`config.mk`:
```
export PLATFORM = sky130hd
export DESIGN_NAME = fetch_unit
export DESIGN_NICKNAME = d
export VERILOG_FILES = /design/src/rtl/fetch_unit.sv
export SDC_FILE = /design/constraint.sdc
export NUM_CORES = 1
export LEC_CHECK = 0
export CAP_MARGIN = 15
export CORE_ASPECT_RATIO = 2
export CORE_MARGIN = 2
export CORE_UTILIZATION = 48
export DETAILED_ROUTE_END_ITERATION = 12
export GPL_TIMING_DRIVEN = 0
export HOLD_SLACK_MARGIN = 0.1
export PLACE_DENSITY = 0.78
export SLEW_MARGIN = 25
export SYNTH_ARGS = -nofsm -noshare
export SYNTH_HDL_FRONTEND = slang
export SYNTH_SLANG_ARGS = --single-unit
```
`constraint.sdc`:
```
create_clock -name CLK -period 4.57 [get_ports CLK]
set_input_delay 0.914 -clock CLK [delete_from_list [all_inputs] [get_ports CLK]]
set_output_delay 0.914 -clock CLK [all_outputs]
set_load 0.02 [all_outputs]
```
`src/rtl/fetch_unit.sv`:
```
// Instruction-fetch stage: owns the PC, reads the instruction ROM, holds IR for decode.
// Latency: IRValid rises MEM_LAT+1 cycles after entering ADDR (min 3 cycles per instruction).
// Backpressure: IR/IRValid held in WAIT until IRAck; no new fetch is issued meanwhile.
// Optional feature: define FETCH_ALIGN_CHK_EN to trap misaligned PCs like out-of-range ones.
module fetch_unit #(
  parameter logic [31:0] RESET_PC  = 32'h0000_0000,
  parameter int          MEM_BYTES = 256,
  parameter int          MEM_LAT   = 1
) (
  input  logic        CLK,
  input  logic        Reset,
  output logic [31:0] IAddr,
  output logic        RW,
  input  logic [31:0] IDataOut,
  output logic [31:0] IR,
  output logic        IRValid,
  input  logic        IRAck,
  input  logic [1:0]  PCSrc,
  input  logic [31:0] BranchImm,
  input  logic [25:0] JumpAddr,
  output logic [31:0] CurPC,
  output logic [31:0] PC4,
  output logic        FetchErr,
  output logic        Halted
);

  // Highest byte address at which a full word can still be fetched.
  localparam logic [31:0] LAST_PC  = 32'(MEM_BYTES - 4);
  localparam logic [2:0]  LAT_LAST = 3'(MEM_LAT - 1);

  typedef enum logic [2:0] {
    S_IDLE  = 3'd0,
    S_ADDR  = 3'd1,
    S_LATCH = 3'd2,
    S_WAIT  = 3'd3,
    S_HALT  = 3'd4
  } state_t;

  state_t      r_state;
  state_t      w_state_nxt;
  logic [31:0] r_pc;
  logic [31:0] r_ir;
  logic        r_ir_valid;
  logic [31:0] r_cur_pc;
  logic        r_fetch_err;
  logic        r_halted;
  logic [2:0]  r_lat_cnt;

  logic        w_bad_pc;
  logic        w_rw;
  logic        w_ack;
  logic [31:0] w_pc_plus4;
  logic [31:0] w_cur_pc4;
  logic [31:0] w_br_target;
  logic [31:0] w_jmp_target;

  assign w_pc_plus4   = r_pc + 32'd4;
  assign w_cur_pc4    = r_cur_pc + 32'd4;
  assign w_br_target  = w_pc_plus4 + (BranchImm << 2);
  assign w_jmp_target = {w_cur_pc4[31:28], JumpAddr, 2'b00};
  // Only a live instruction can be acknowledged; stray acks elsewhere are ignored.
  assign w_ack        = (r_state == S_WAIT) && r_ir_valid && IRAck;

  // A PC that cannot be fetched sends the FSM to HALT without touching memory.
`ifdef FETCH_ALIGN_CHK_EN
  assign w_bad_pc = (r_pc > LAST_PC) || (r_pc[1:0] != 2'b00);
`else
  assign w_bad_pc = (r_pc > LAST_PC);
`endif

  // State register.
  always_ff @(posedge CLK or posedge Reset) begin
    if (Reset) r_state <= S_IDLE;
    else       r_state <= w_state_nxt;
  end

  // Next-state decode and the memory read strobe.
  always_comb begin
    w_state_nxt = r_state;
    w_rw        = 1'b0;
    case (r_state)
      S_IDLE:  w_state_nxt = S_ADDR;
      S_ADDR: begin
        if (w_bad_pc) begin
          w_state_nxt = S_HALT;
        end else begin
          w_rw = 1'b1;
          if (r_lat_cnt == LAT_LAST) w_state_nxt = S_LATCH;
        end
      end
      S_LATCH: w_state_nxt = S_WAIT;
      S_WAIT: begin
        if (w_ack) w_state_nxt = (PCSrc == 2'b11) ? S_HALT : S_ADDR;
      end
      S_HALT:  w_state_nxt = S_HALT;
      default: w_state_nxt = S_IDLE;
    endcase
  end

  // PC, IR and status registers; everything clears immediately on Reset.
  always_ff @(posedge CLK or posedge Reset) begin
    if (Reset) begin
      r_pc        <= RESET_PC;
      r_ir        <= 32'h0;
      r_ir_valid  <= 1'b0;
      r_cur_pc    <= 32'h0;
      r_fetch_err <= 1'b0;
      r_halted    <= 1'b0;
      r_lat_cnt   <= 3'd0;
    end else begin
      case (r_state)
        S_ADDR: begin
          if (w_bad_pc) begin
            r_fetch_err <= 1'b1;
            r_lat_cnt   <= 3'd0;
          end else if (r_lat_cnt == LAT_LAST) begin
            r_lat_cnt <= 3'd0;
          end else begin
            r_lat_cnt <= r_lat_cnt + 3'd1;
          end
        end
        S_LATCH: begin
          r_ir       <= IDataOut;
          r_cur_pc   <= r_pc;
          r_ir_valid <= 1'b1;
        end
        S_WAIT: begin
          if (w_ack) begin
            r_ir_valid <= 1'b0;
            case (PCSrc)
              2'b00:   r_pc <= w_pc_plus4;
              2'b01:   r_pc <= w_br_target;
              2'b10:   r_pc <= w_jmp_target;
              default: r_halted <= 1'b1;
            endcase
          end
        end
        default: ;
      endcase
    end
  end

  assign IAddr    = r_pc;
  assign RW       = w_rw;
  assign IR       = r_ir;
  assign IRValid  = r_ir_valid;
  assign CurPC    = r_cur_pc;
  assign PC4      = w_cur_pc4;
  assign FetchErr = r_fetch_err;
  assign Halted   = r_halted;

endmodule

```
==> results of run 1 <==
cells in the mapped netlist (2+ instances only):
library cell | count | area, µm²
sky130_fd_sc_hd__a22o_1 | 2 | 17.52
sky130_fd_sc_hd__a211o_1 | 2 | 17.52
sky130_fd_sc_hd__and2_1 | 7 | 43.79
sky130_fd_sc_hd__o22a_1 | 3 | 26.28
sky130_fd_sc_hd__nand3_1 | 31 | 155.2
sky130_fd_sc_hd__a31oi_1 | 6 | 37.54
sky130_fd_sc_hd__inv_1 | 28 | 105.1
sky130_fd_sc_hd__nor4_1 | 8 | 50.05
sky130_fd_sc_hd__clkbuf_1 | 29 | 108.9
sky130_fd_sc_hd__buf_4 | 6 | 45.04
sky130_fd_sc_hd__nor2b_1 | 10 | 62.56
sky130_fd_sc_hd__ha_1 | 45 | 563.0
sky130_fd_sc_hd__a21o_1 | 12 | 90.09
sky130_fd_sc_hd__xnor2_1 | 53 | 464.2
sky130_fd_sc_hd__o211ai_1 | 4 | 30.03
sky130_fd_sc_hd__buf_2 | 5 | 25.02
sky130_fd_sc_hd__nor2_1 | 45 | 168.9
sky130_fd_sc_hd__o21ba_1 | 2 | 20.02
sky130_fd_sc_hd__buf_1 | 2 | 7.510
sky130_fd_sc_hd__o2111ai_1 | 3 | 26.28
sky130_fd_sc_hd__o31a_1 | 2 | 17.52
sky130_fd_sc_hd__o21a_1 | 9 | 67.56
sky130_fd_sc_hd__dfrtp_1 | 101 | 2527
sky130_fd_sc_hd__a21boi_0 | 3 | 22.52
sky130_fd_sc_hd__and3_1 | 13 | 81.33
sky130_fd_sc_hd__nand2b_1 | 8 | 50.05
sky130_fd_sc_hd__a221oi_1 | 16 | 140.1
sky130_fd_sc_hd__xor2_1 | 26 | 227.7
sky130_fd_sc_hd__o22ai_1 | 5 | 31.28
sky130_fd_sc_hd__nand2_1 | 73 | 274.0
sky130_fd_sc_hd__o31ai_1 | 6 | 45.04
sky130_fd_sc_hd__and4_1 | 8 | 70.07
sky130_fd_sc_hd__a221o_1 | 3 | 30.03
sky130_fd_sc_hd__nor3_1 | 7 | 35.03
sky130_fd_sc_hd__a32oi_1 | 3 | 26.28
sky130_fd_sc_hd__o21ai_0 | 35 | 175.2
sky130_fd_sc_hd__a211oi_1 | 2 | 15.01
sky130_fd_sc_hd__o21bai_1 | 3 | 22.52
sky130_fd_sc_hd__o21ai_1 | 14 | 70.07
sky130_fd_sc_hd__mux2_2 | 56 | 630.6
sky130_fd_sc_hd__nand4_1 | 21 | 131.4
sky130_fd_sc_hd__or3_1 | 7 | 43.79
sky130_fd_sc_hd__a41oi_1 | 3 | 26.28
sky130_fd_sc_hd__a21oi_1 | 48 | 240.2
stage by stage:
| stage | instances | util [%] | TNS (ns) |
|---|---|---|---|
| floorplan | 807 | - | 0 |
| global placement | 1223 | 64.77 | -65.55 |
| detailed placement | 1224 | 64.99 | -0.009422 |
| CTS | 1240 | 66.87 | 0 |
| global route | 1241 | 67.07 | -0.01415 |
| finish | 1241 | 67.07 | 0 |
kinds of logic (layout without fill, tap and decap cells):
group | after synthesis | after routing | share of synthesized area, %
and+or+nand+nor | 246 | 246 | 16.79
AOI/OAI and AO/OA | 201 | 201 | 18.73
DFF | 101 | 101 | 34.37
xor gates and xnor gates | 79 | 79 | 9.408
buffers and inverters | 71 | 307 | 4.015
muxes | 57 | 57 | 8.710
adders and majority gates | 46 | 46 | 7.928
other | 1 | 6 | 0.05099
worst max-delay path, cell delays in order (launching register included):
cell and delay (ns):
sky130_fd_sc_hd__dfrtp_1 0.35, sky130_fd_sc_hd__clkbuf_1 0.49, sky130_fd_sc_hd__nand2_1 0.20, sky130_fd_sc_hd__nor2_2 0.25, sky130_fd_sc_hd__nand4_1 0.22, sky130_fd_sc_hd__nor2_2 0.20, sky130_fd_sc_hd__xor2_2 0.25, sky130_fd_sc_hd__ha_1 0.31
sky130_fd_sc_hd__and2_1 0.20, sky130_fd_sc_hd__a221oi_1 0.33, sky130_fd_sc_hd__o21ai_0 0.15, sky130_fd_sc_hd__a31oi_1 0.27, sky130_fd_sc_hd__o41ai_4 0.16, sky130_fd_sc_hd__a31oi_4 0.26, sky130_fd_sc_hd__o2111ai_1 0.26, sky130_fd_sc_hd__xnor2_1 0.27
sky130_fd_sc_hd__o21ai_1 0.10
power by group through the flow:
stage,Clock [W],Combinational (W),Sequential [W]
global placement,0,0.000247,0.000911
CTS,0.000760,0.000256,0.000893
floorplan,0,0.000120,0.000911
global route,0.000791,0.000277,0.000893
detailed placement,0,0.000254,0.000911
finish,0.000753,0.000259,0.000893
path summary, 6_finish.rpt:
| check | from | endpoint | slack [ns] |
|---|---|---|---|
| worst min-delay path | Halted | Halted | 0.49 |
| min in group asynchronous | Reset | IR[13] | 0.92 |
| max in group asynchronous | Reset | IAddr[2] | 2.98 |
| worst min register to register | Halted | Halted | 0.49 |
| worst max-delay path | IAddr[9] | IAddr[30] | 0.19 |
| worst max register to register | IAddr[9] | IAddr[30] | 0.19 |
flip-flops by register name (all words and copies together) (netlist names):
name / count
CurPC: 30
IRValid: 1
r_state: 3
r_lat_cnt: 3
IR: 32
Halted: 1
FetchErr: 1
IAddr: 30
cell type report:
cell class                      instances  area, µm²
Buffer                                 42      186.4
Clock buffer                           10      229.0
Clock inverter                          6      53.80
Fill cell                            1218       4984
Inverter                               29      113.9
Multi-Input combinational cell        635       4574
Sequential cell                       101       2529
Tap cell                              198      247.7
Timing Repair Buffer                  220       2217
cell usage in the layout (no fill, tap or decap), types with 9 or more instances in the layout:
cell type	count
sky130_fd_sc_hd__o21a_1	9
sky130_fd_sc_hd__nor2_1	43
sky130_fd_sc_hd__and3_1	13
sky130_fd_sc_hd__ha_1	45
sky130_fd_sc_hd__mux2_2	56
sky130_fd_sc_hd__clkdlybuf4s50_1	218
sky130_fd_sc_hd__nand3_1	31
sky130_fd_sc_hd__inv_1	27
sky130_fd_sc_hd__dfrtp_1	100
sky130_fd_sc_hd__a21o_1	12
sky130_fd_sc_hd__xor2_1	25
sky130_fd_sc_hd__o21ai_1	14
sky130_fd_sc_hd__a221oi_1	16
sky130_fd_sc_hd__clkbuf_1	30
sky130_fd_sc_hd__clkbuf_16	9
sky130_fd_sc_hd__o21ai_0	35
sky130_fd_sc_hd__nand2_1	73
sky130_fd_sc_hd__nor2b_1	10
sky130_fd_sc_hd__a21oi_1	48
sky130_fd_sc_hd__xnor2_1	53
sky130_fd_sc_hd__nand4_1	21
what timing repair did:
item	CTS	global route
endpoints found under the setup margin	1	4
buffers inserted	0	1
resized for setup	1	5
pin swaps	0	1
layer usage:
layer,track usage (%),up-vias
li1,-,3384
met1,37.45,3531
met2,50.74,451
met3,4.540,85
met4,13.89,0
met5,0,-
==> load_flow_metrics.sql, run 1 <==
INSERT INTO impl_metrics (metric_group, metric, value, unit) VALUES
('placement', 'place.port_buffers', '218', ''),
('global_routing', 'grt_start_max_net_pins', '67', ''),
('synth', 'synth_cell_types', '71', ''),
('sta', 'holdWs', '0.4924', 'ns'),
('synth', 'yosysWarnings', '0', ''),
('pwr', 'power.share.combinational', '13.6', '%'),
('cts', 'cts_made_buffers', '9', ''),
('final_layout', 'fin_area', '10150', 'µm²'),
('floorplan', 'ioPinCount', '227', ''),
('setup_path', 'cp.arrival', '4.61', 'ns'),
('final_layout', 'post_route_cells_drive_above_1_share', '9.588', '%'),
('global_routing', 'grt_overflow', '0', ''),
('synth', 'synth-async-reset-ratio', '100.0', '%'),
('sta', 'fin_ws', '0.1949', 'ns'),
('placement', 'dpl.hpwl', '19230', 'µm'),
('setup_path', 'worst_r2r_path_depth', '16', ''),
('routing', 'wl_met2', '12540', 'µm'),
('global_routing', 'grt_pass1_wl', '38540', 'µm'),
('routing', 'drc', '0', ''),
('routing', 'remaining_number_of_nets_flagged_by_the_antenna_check_after_routing', '0', ''),
('routing', 'routedLengthMet1', '9409', 'µm'),
('final_layout', 'layout-area-overhead-vs-synth', '38.02', '%'),
('synth', 'yosys_register_bits', '101', ''),
('floorplan', 'die-height', '179.1', 'µm'),
('pwr', 'total_power', '0.001905', 'W'),
('setup_path', 'setup_crit_path_kind', 'flip-flop to flip-flop', ''),
('synth', 'postSynth.topFlopCell', 'sky130_fd_sc_hd__dfrtp_1', ''),
('pwr', 'share_clk_of_total_power', '39.5', '%'),
('setup_path', 'worst_setup_path_end_kind', 'flip-flop', ''),
('pwr', 'power_switching', '0.0005105', 'W'),
('routing', 'met3RoutedLength', '2111', 'µm'),
('routing', 'vias_per_cell', '6.004', ''),
('synth', 'post_synth_edffs', '0', ''),
('global_routing', 'groute.usage.overall', '29.98', '%'),
('min_path', 'holdPathStages', '1', ''),
('synth', 'post_synth_instance_area', '7355', 'µm²'),
('synth', 'syn_area_per_cell', '9.170', 'µm²'),
('sta', 'final_period_minus_worst_setup_slack', '4.375', 'ns'),
('sta', 'timing_max_transition_violations_final', '0', ''),
('cts', 'clock_tree.htree_level_count', '3', ''),
('pwr', 'intPower', '0.001394', 'W'),
('placement', 'place_area', '9836', 'µm²'),
('cts', 'number_of_buffers_on_the_longest_clock_path', '2', ''),
('pwr', 'ir_worst_vdd', '0.2118', 'mV'),
('setup_path', 'cp-start-kind', 'flip-flop', ''),
('sta', 'finalCritPeriodShare', '95.73', '%'),
('placement', 'finalWeightedCongestion', '0.9606', ''),
('floorplan', 'row_count', '64', ''),
('pwr', 'pwr_density_cell', '187.7', 'nW/µm²'),
('cts', 'tritoncts', 'built', ''),
('routing', 'detail_route.wl_per_cell', '20.26', 'µm'),
('sta', 'setup-violations-final', '0', ''),
('sta', 'clock.fmax', '228.6', 'MHz'),
('pwr', 'power.share.switching', '26.80', '%'),
('sta', 'final_hold_vio_count', '0', ''),
('sta', 'clock_skew', '0.01409', 'ns'),
('routing', 'routed-via-count', '7451', ''),
('placement', 'preCtsSetupSlack', '-0.009422', 'ns'),
('final_layout', 'antennaDiodeCount', '0', ''),
('routing', 'first_pass_iters', '6', ''),
('global_routing', 'antenna_found_initial', '0', ''),
('cts', 'cts_hold_buf', '0', ''),
('synth', 'synth.yosys.seq_area_share', '34.37', '%'),
('cts', 'reg_clk_slew_reported_paths', '0.07', 'ns'),
('final_layout', 'layout.nets', '1179', ''),
('floorplan', 'floorplan.initialDensity', '48.59', '%'),
('pwr', 'sequentialPowerShare', '46.9', '%'),
('routing', 'highest_routed_layer', 'met4', ''),
('min_path', 'hold_path.class', 'flip-flop to flip-flop', ''),
('run_status', 'status', 'completed', ''),
('floorplan', 'die_width', '91.53', 'µm'),
('cts', 'clk_latency', '0.36', 'ns'),
('routing', 'detailedRoute.firstIterationViolations', '672', ''),
('sta', 'slew_headroom', '49.10', '%'),
('global_routing', 'number_of_global_route_vias_before_repair', '7258', ''),
('cts', 'ctsRootBufferMaster', 'sky130_fd_sc_hd__clkbuf_16', ''),
('routing', 'drt-total-wl', '25140', 'µm'),
('setup_path', 'critPathMaxFanout', '10', ''),
('run', 'maxCapViolations', '0', ''),
('cts', 'cts_num_sinks', '101', ''),
('pwr', 'leakagePower', '4.474', 'nW'),
('setup_path', 'cp.required', '4.80', 'ns'),
('floorplan', 'die_outline_area', '16390', 'µm²'),
('floorplan', 'placeableCoreArea', '15130', 'µm²'),
('sta', 'worst-slew-pin-transition', '0.7607', 'ns'),
('synth', 'syn_inst', '802', '');
(Power assumes the default switching activity.)
==> run 2: changes to the inputs <==
--- a/config.mk
+++ b/config.mk
@@ -10,7 +10,6 @@
 export CORE_MARGIN = 2
 export CORE_UTILIZATION = 48
 export DETAILED_ROUTE_END_ITERATION = 12
-export GPL_TIMING_DRIVEN = 0
 export HOLD_SLACK_MARGIN = 0.1
 export PLACE_DENSITY = 0.78
 export SLEW_MARGIN = 25
==> load_flow_metrics.sql, run 2 (synthesis results as in run 1) <==
INSERT INTO impl_metrics (metric_group, metric, value, unit) VALUES
('run_status', 'status', 'completed', ''),
('run', 'maxCapViolations', '0', ''),
('placement', 'place.port_buffers', '218', ''),
('final_layout', 'multi_input_area', '4556', 'µm²'),
('floorplan', 'placeableCoreArea', '15130', 'µm²'),
('sta', 'finalCritPeriodShare', '91.78', '%'),
('floorplan', 'row_count', '64', ''),
('sta', 'clock_skew', '0.01055', 'ns'),
('cts', 'cts-resized-gates', '0', ''),
('global_routing', 'groute.usage.overall', '28.34', '%'),
('sta', 'slew_headroom', '42.90', '%'),
('routing', 'detail_route.wl_per_cell', '19.64', 'µm'),
('setup_path', 'setup_crit_path_kind', 'flip-flop to flip-flop', ''),
('setup_path', 'worst_r2r_path_depth', '15', ''),
('sta', 'timing_max_transition_violations_final', '0', ''),
('sta', 'final_hold_vio_count', '0', ''),
('final_layout', 'layout-area-overhead-vs-synth', '36.63', '%'),
('final_layout', 'layout.nets', '1153', ''),
('setup_path', 'critPathMaxFanout', '9', ''),
('final_layout', 'area_taken_by_flip_flops_and_latches', '2527', 'µm²'),
('setup_path', 'cp-start-kind', 'flip-flop', ''),
('pwr', 'leakagePower', '4.448', 'nW'),
('pwr', 'power_switching', '0.0005060', 'W'),
('routing', 'drc', '0', ''),
('cts', 'cts_hold_buf', '0', ''),
('sta', 'clock.fmax', '238.4', 'MHz'),
('routing', 'routed-via-count', '7167', ''),
('cts', 'cts.repair_timing.setup_buffer_count', '0', ''),
('pwr', 'pwr_density_cell', '188.6', 'nW/µm²'),
('floorplan', 'die-height', '179.1', 'µm'),
('min_path', 'holdPathStages', '1', ''),
('sta', 'rsz_0062_raised_after_global_routing', 'false', ''),
('final_layout', 'mostFrequentLayoutCells', '218 x sky130_fd_sc_hd__clkdlybuf4s50_1, 101 x sky130_fd_sc_hd__dfrtp_1, 73 x sky130_fd_sc_hd__nand2_1', ''),
('routing', 'drt-total-wl', '23860', 'µm'),
('cts', 'clk_latency', '0.36', 'ns'),
('setup_path', 'cp.arrival', '4.48', 'ns'),
('final_layout', 'antennaDiodeCount', '0', ''),
('global_routing', 'grt_pass1_wl', '36650', 'µm'),
('floorplan', 'floorplan.initialDensity', '48.59', '%'),
('sta', 'setup_tns', '0', 'ns'),
('min_path', 'hold_path.class', 'flip-flop to flip-flop', ''),
('final_layout', 'largest_reg_flops', '32', ''),
('global_routing', 'number_of_global_route_vias_before_repair', '6970', ''),
('pwr', 'sequentialPowerShare', '47.1', '%'),
('routing', 'first_pass_iters', '6', ''),
('pwr', 'ir_worst_vdd', '0.1845', 'mV'),
('setup_path', 'cp.required', '4.86', 'ns'),
('cts', 'cts_made_buffers', '9', ''),
('final_layout', 'final.fill_count', '1233', ''),
('cts', 'number_of_buffers_on_the_longest_clock_path', '2', ''),
('sta', 'final_period_minus_worst_setup_slack', '4.194', 'ns'),
('final_layout', 'final_common_cell', 'sky130_fd_sc_hd__clkdlybuf4s50_1', ''),
('final_layout', 'fin_util', '66.39', '%'),
('routing', 'remaining_number_of_nets_flagged_by_the_antenna_check_after_routing', '0', ''),
('cts', 'clock_tree.htree_level_count', '3', ''),
('final_layout', 'post_route_cells_drive_above_1_share', '9.931', '%'),
('placement', 'finalWeightedCongestion', '0.9805', ''),
('sta', 'worst-slew-pin-transition', '0.8565', 'ns'),
('cts', 'cts_num_sinks', '101', ''),
('pwr', 'power.share.combinational', '12.7', '%'),
('pwr', 'intPower', '0.001389', 'W'),
('floorplan', 'ioPinCount', '227', ''),
('global_routing', 'grt_start_max_net_pins', '74', ''),
('cts', 'ctsRootBufferMaster', 'sky130_fd_sc_hd__clkbuf_16', ''),
('floorplan', 'die_width', '91.53', 'µm'),
('floorplan', 'die_outline_area', '16390', 'µm²'),
('cts', 'tritoncts', 'built', ''),
('placement', 'dpl.hpwl', '18100', 'µm'),
('routing', 'vias_per_cell', '5.899', ''),
('pwr', 'power.share.switching', '26.70', '%'),
('global_routing', 'grt_overflow', '0', ''),
('setup_path', 'worst_setup_path_end_kind', 'flip-flop', ''),
('global_routing', 'antenna_found_initial', '0', ''),
('routing', 'detailedRoute.firstIterationViolations', '508', ''),
('pwr', 'share_clk_of_total_power', '40.2', '%'),
('sta', 'setup-violations-final', '0', ''),
('cts', 'reg_clk_slew_reported_paths', '0.07', 'ns');
## run 2: changes by cell type in the layout (fill, tap and decap cells not counted), sizes merged
cell,change
clkbuf,-29
buf,+3
clkinvlp,+1
inv,-1
## run 2: final timing paths
| check | from | to | slack, ns |
|---|---|---|---|
| max | IAddr[2] | IAddr[28] | 0.38 |
| min | FetchErr | FetchErr | 0.50 |
| max reg2reg | IAddr[2] | IAddr[28] | 0.38 |
| min reg2reg | FetchErr | FetchErr | 0.50 |
| max in group asynchronous | Reset | IR[28] | 2.68 |
| min in group asynchronous | Reset | Halted | 1.05 |
## run 2: layout make-up
type	instances	share of cell area, %
Clock buffer	10	2.279
Clock inverter	6	0.5728
Inverter	29	1.133
Multi-Input combinational cell	635	45.34
Sequential cell	101	25.15
Tap cell	198	2.465
Timing Repair Buffer	236	23.06
## run 2: power by group through the flow
stage          sequential (W)  clock, W  combinational, W
2_1_floorplan        0.000911         0          0.000120
3_3_place_gp         0.000911         0          0.000234
3_5_place_dp         0.000911         0          0.000237
4_1_cts              0.000893  0.000765          0.000239
5_1_grt              0.000893  0.000802          0.000260
6_report             0.000893  0.000761          0.000241
## run 2: routing by layer
layer	GRT usage (%)	wire, µm	up-vias
li1	-	-	3331
met1	36.08	9656	3466
met2	48.01	11850	311
met3	4.077	1542	59
met4	11.62	815	0
met5	0	0	-
## run 2: per-stage QoR
| step | instances | cell area (µm²) | setup WS, ns | total power [W] | hold slack (ns) |
|---|---|---|---|---|---|
| 5_1_grt | 1215 | 10050 | 0.1194 | 0.001955 | 0.5169 |
| 4_1_cts | 1215 | 10050 | 0.4183 | 0.001897 | 0.4923 |
| 6_report | 1215 | 10050 | 0.3756 | 0.001895 | 0.4956 |
| 3_5_place_dp | 1199 | 9759 | 0.2866 | 0.001148 | 0.4734 |
| 3_3_place_gp | 1199 | 9759 | 0.2981 | 0.001144 | 0.4518 |
| 2_1_floorplan | 807 | 7373 | 0.7312 | 0.001031 | 0.4748 |
## run 2: worst max-delay path, stage by stage (launching register included)
cell,delay [ns]
sky130_fd_sc_hd__dfrtp_1,0.50
sky130_fd_sc_hd__ha_1,0.22
sky130_fd_sc_hd__and3_1,0.17
sky130_fd_sc_hd__and3_1,0.19
sky130_fd_sc_hd__and4_1,0.27
sky130_fd_sc_hd__nor2b_1,0.35
sky130_fd_sc_hd__nand2_1,0.12
sky130_fd_sc_hd__xor2_1,0.19
sky130_fd_sc_hd__inv_1,0.10
sky130_fd_sc_hd__ha_1,0.40
sky130_fd_sc_hd__nand2_1,0.15
sky130_fd_sc_hd__o41ai_4,0.43
sky130_fd_sc_hd__a31oi_2,0.21
sky130_fd_sc_hd__o31a_1,0.34
sky130_fd_sc_hd__a2111o_1,0.41
sky130_fd_sc_hd__nand3_1,0.08
==> run 3: changes to the inputs <==
--- a/config.mk
+++ b/config.mk
@@ -5,9 +5,10 @@
 export SDC_FILE = /design/constraint.sdc
 export NUM_CORES = 1
 export LEC_CHECK = 0
+export ABC_CLOCK_PERIOD_IN_PS = 4570
 export CAP_MARGIN = 15
 export CORE_ASPECT_RATIO = 2
-export CORE_MARGIN = 2
+export CORE_MARGIN = 5
 export CORE_UTILIZATION = 48
 export DETAILED_ROUTE_END_ITERATION = 12
 export HOLD_SLACK_MARGIN = 0.1
==> load_flow_metrics.sql, run 3 (synthesis results as in run 1) <==
INSERT INTO impl_metrics (metric_group, metric, value, unit) VALUES
('routing', 'routed-via-count', '7257', ''),
('routing', 'drc', '0', ''),
('routing', 'first_pass_iters', '5', ''),
('cts', 'cts-resized-gates', '0', ''),
('floorplan', 'die-height', '185.1', 'µm'),
('sta', 'clock_skew', '0.007270', 'ns'),
('global_routing', 'number_of_global_route_vias_before_repair', '7469', ''),
('placement', 'dpl.hpwl', '20260', 'µm'),
('global_routing', 'groute.usage.overall', '27.85', '%'),
('routing', 'vias_per_cell', '5.943', ''),
('setup_path', 'cp.required', '4.81', 'ns'),
('global_routing', 'grt_overflow', '0', ''),
('final_layout', 'antennaDiodeCount', '0', ''),
('cts', 'cts_hold_buf', '0', ''),
('sta', 'worst-slew-pin-transition', '0.9058', 'ns'),
('final_layout', 'largest_reg_flops', '32', ''),
('final_layout', 'final_common_cell', 'sky130_fd_sc_hd__clkdlybuf4s50_1', ''),
('routing', 'detail_route.wl_per_cell', '20.84', 'µm'),
('sta', 'clock.fmax', '235.1', 'MHz'),
('floorplan', 'floorplan.initialDensity', '48.34', '%'),
('placement', 'post-place-cells', '1205', ''),
('setup_path', 'cp-start-kind', 'flip-flop', ''),
('global_routing', 'antenna_found_initial', '0', ''),
('setup_path', 'worst_setup_path_end_kind', 'flip-flop', ''),
('run_status', 'status', 'completed', ''),
('floorplan', 'ioPinCount', '227', ''),
('sta', 'timing_max_transition_violations_final', '0', ''),
('final_layout', 'layout-area-overhead-vs-synth', '37.43', '%'),
('run', 'maxCapViolations', '0', ''),
('pwr', 'leakagePower', '4.497', 'nW'),
('final_layout', 'layout.nets', '1159', ''),
('sta', 'slew_headroom', '39.62', '%'),
('sta', 'final_period_minus_worst_setup_slack', '4.254', 'ns'),
('floorplan', 'placeableCoreArea', '15210', 'µm²'),
('pwr', 'ir_worst_vdd', '0.1790', 'mV'),
('routing', 'remaining_number_of_nets_flagged_by_the_antenna_check_after_routing', '0', ''),
('setup_path', 'critPathMaxFanout', '9', ''),
('final_layout', 'mostFrequentLayoutCells', '218 x sky130_fd_sc_hd__clkdlybuf4s50_1, 101 x sky130_fd_sc_hd__dfrtp_1, 73 x sky130_fd_sc_hd__nand2_1', ''),
('min_path', 'hold_path.class', 'flip-flop to flip-flop', ''),
('sta', 'final_hold_vio_count', '0', ''),
('sta', 'setup-violations-final', '0', ''),
('setup_path', 'setup_crit_path_kind', 'flip-flop to flip-flop', ''),
('cts', 'cts_made_buffers', '9', ''),
('cts', 'cts.repair_timing.setup_buffer_count', '0', ''),
('floorplan', 'die_width', '97.53', 'µm'),
('sta', 'finalCritPeriodShare', '93.09', '%'),
('pwr', 'pwr_density_cell', '188.8', 'nW/µm²'),
('cts', 'reg_clk_slew_reported_paths', '0.08', 'ns'),
('final_layout', 'post_route_cells_drive_above_1_share', '10.56', '%'),
('sta', 'rsz_0062_raised_after_global_routing', 'false', ''),
('routing', 'drt-total-wl', '25450', 'µm'),
('cts', 'clock_tree.htree_level_count', '3', ''),
('routing', 'detailedRoute.firstIterationViolations', '371', ''),
('global_routing', 'grt_pass1_wl', '39680', 'µm'),
('placement', 'finalWeightedCongestion', '0.9263', ''),
('floorplan', 'row_count', '64', ''),
('global_routing', 'grt_start_max_net_pins', '73', ''),
('placement', 'place.port_buffers', '218', ''),
('cts', 'ctsRootBufferMaster', 'sky130_fd_sc_hd__clkbuf_16', ''),
('sta', 'setup_tns', '0', 'ns'),
('setup_path', 'cp.arrival', '4.49', 'ns'),
('cts', 'cts_num_sinks', '101', ''),
('cts', 'clk_latency', '0.35', 'ns'),
('final_layout', 'final-instance-count-excl-fill', '1221', ''),
('cts', 'number_of_buffers_on_the_longest_clock_path', '2', ''),
('cts', 'tritoncts', 'built', ''),
('floorplan', 'die_outline_area', '18050', 'µm²');
## run 3: changes by cell type in the layout (fill, tap and decap cells not counted), moves of 2 or more
| cell | before | now |
|---|---|---|
| sky130_fd_sc_hd__buf_4 | 18 | 23 |
| sky130_fd_sc_hd__clkinvlp_4 | 2 | 0 |
| sky130_fd_sc_hd__inv_6 | 3 | 1 |
| sky130_fd_sc_hd__inv_8 | 0 | 3 |
## run 3: where the power goes
group	internal, W	leakage (nW)	switching (W)
clock	0.000385	0.146	0.000386
sequential	0.000893	1.39	0
combinational	0.000116	2.96	0.000128
total	0.00139	4.50	0.000514
## run 3: routing by layer
| metal | wire, µm | track usage [%] | vias to the layer above |
|---|---|---|---|
| li1 | - | - | 3348 |
| met1 | 8235 | 27.33 | 3470 |
| met2 | 13930 | 52.93 | 342 |
| met3 | 1581 | 4.674 | 97 |
| met4 | 1700 | 18.19 | 0 |
| met5 | 0 | 0 | - |
## run 3: layout make-up
type                       instances  area, µm²
clock buffer                       9      225.2
clock inverter                     7      65.06
fill                            1262       5107
inverter                          29      111.4
multi-input combinational        635       4556
sequential                       101       2527
tap                              198      247.7
timing repair buffer             242       2375
## run 3: worst paths after layout
kind	from	end	slack [ns]	cells past startpoint
min in group asynchronous	Reset	IR[5]	1.08	2
hold / removal	FetchErr	FetchErr	0.48	1
setup reg to reg	IAddr[2]	IAddr[30]	0.32	16
setup / recovery	IAddr[2]	IAddr[30]	0.32	16
hold reg to reg	FetchErr	FetchErr	0.48	1
max in group asynchronous	Reset	IAddr[25]	2.66	3
## run 3: metrics by stage
step           hold WS, ns  cell area [µm²]  total power (W)  worst slack (ns)  utilization [%]
2_1_floorplan       0.4748             7373         0.001031            0.7312                -
3_3_place_gp        0.4686             9817         0.001151            0.3591            64.52
3_5_place_dp        0.4661             9817         0.001153            0.2967            64.52
4_1_cts             0.4849            10110         0.001919            0.3488            66.43
5_1_grt             0.5109            10110         0.001974           0.05715            66.43
6_report            0.4828            10110         0.001909            0.3157            66.43
## run 3: critical path, cell delays in order, from the launching register on
cell	delay (ns)
sky130_fd_sc_hd__dfrtp_1	0.49
sky130_fd_sc_hd__and4_1	0.28
sky130_fd_sc_hd__nand2b_1	0.18
sky130_fd_sc_hd__nor2_1	0.18
sky130_fd_sc_hd__nand4_1	0.22
sky130_fd_sc_hd__nor2_1	0.19
sky130_fd_sc_hd__xor2_1	0.26
sky130_fd_sc_hd__ha_1	0.31
sky130_fd_sc_hd__and2_1	0.20
sky130_fd_sc_hd__a221oi_1	0.31
sky130_fd_sc_hd__o21ai_0	0.16
sky130_fd_sc_hd__a31oi_1	0.28
sky130_fd_sc_hd__o41ai_4	0.15
sky130_fd_sc_hd__a31oi_2	0.31
sky130_fd_sc_hd__o2111ai_1	0.24
sky130_fd_sc_hd__xnor2_1	0.27
sky130_fd_sc_hd__o21ai_1	0.10
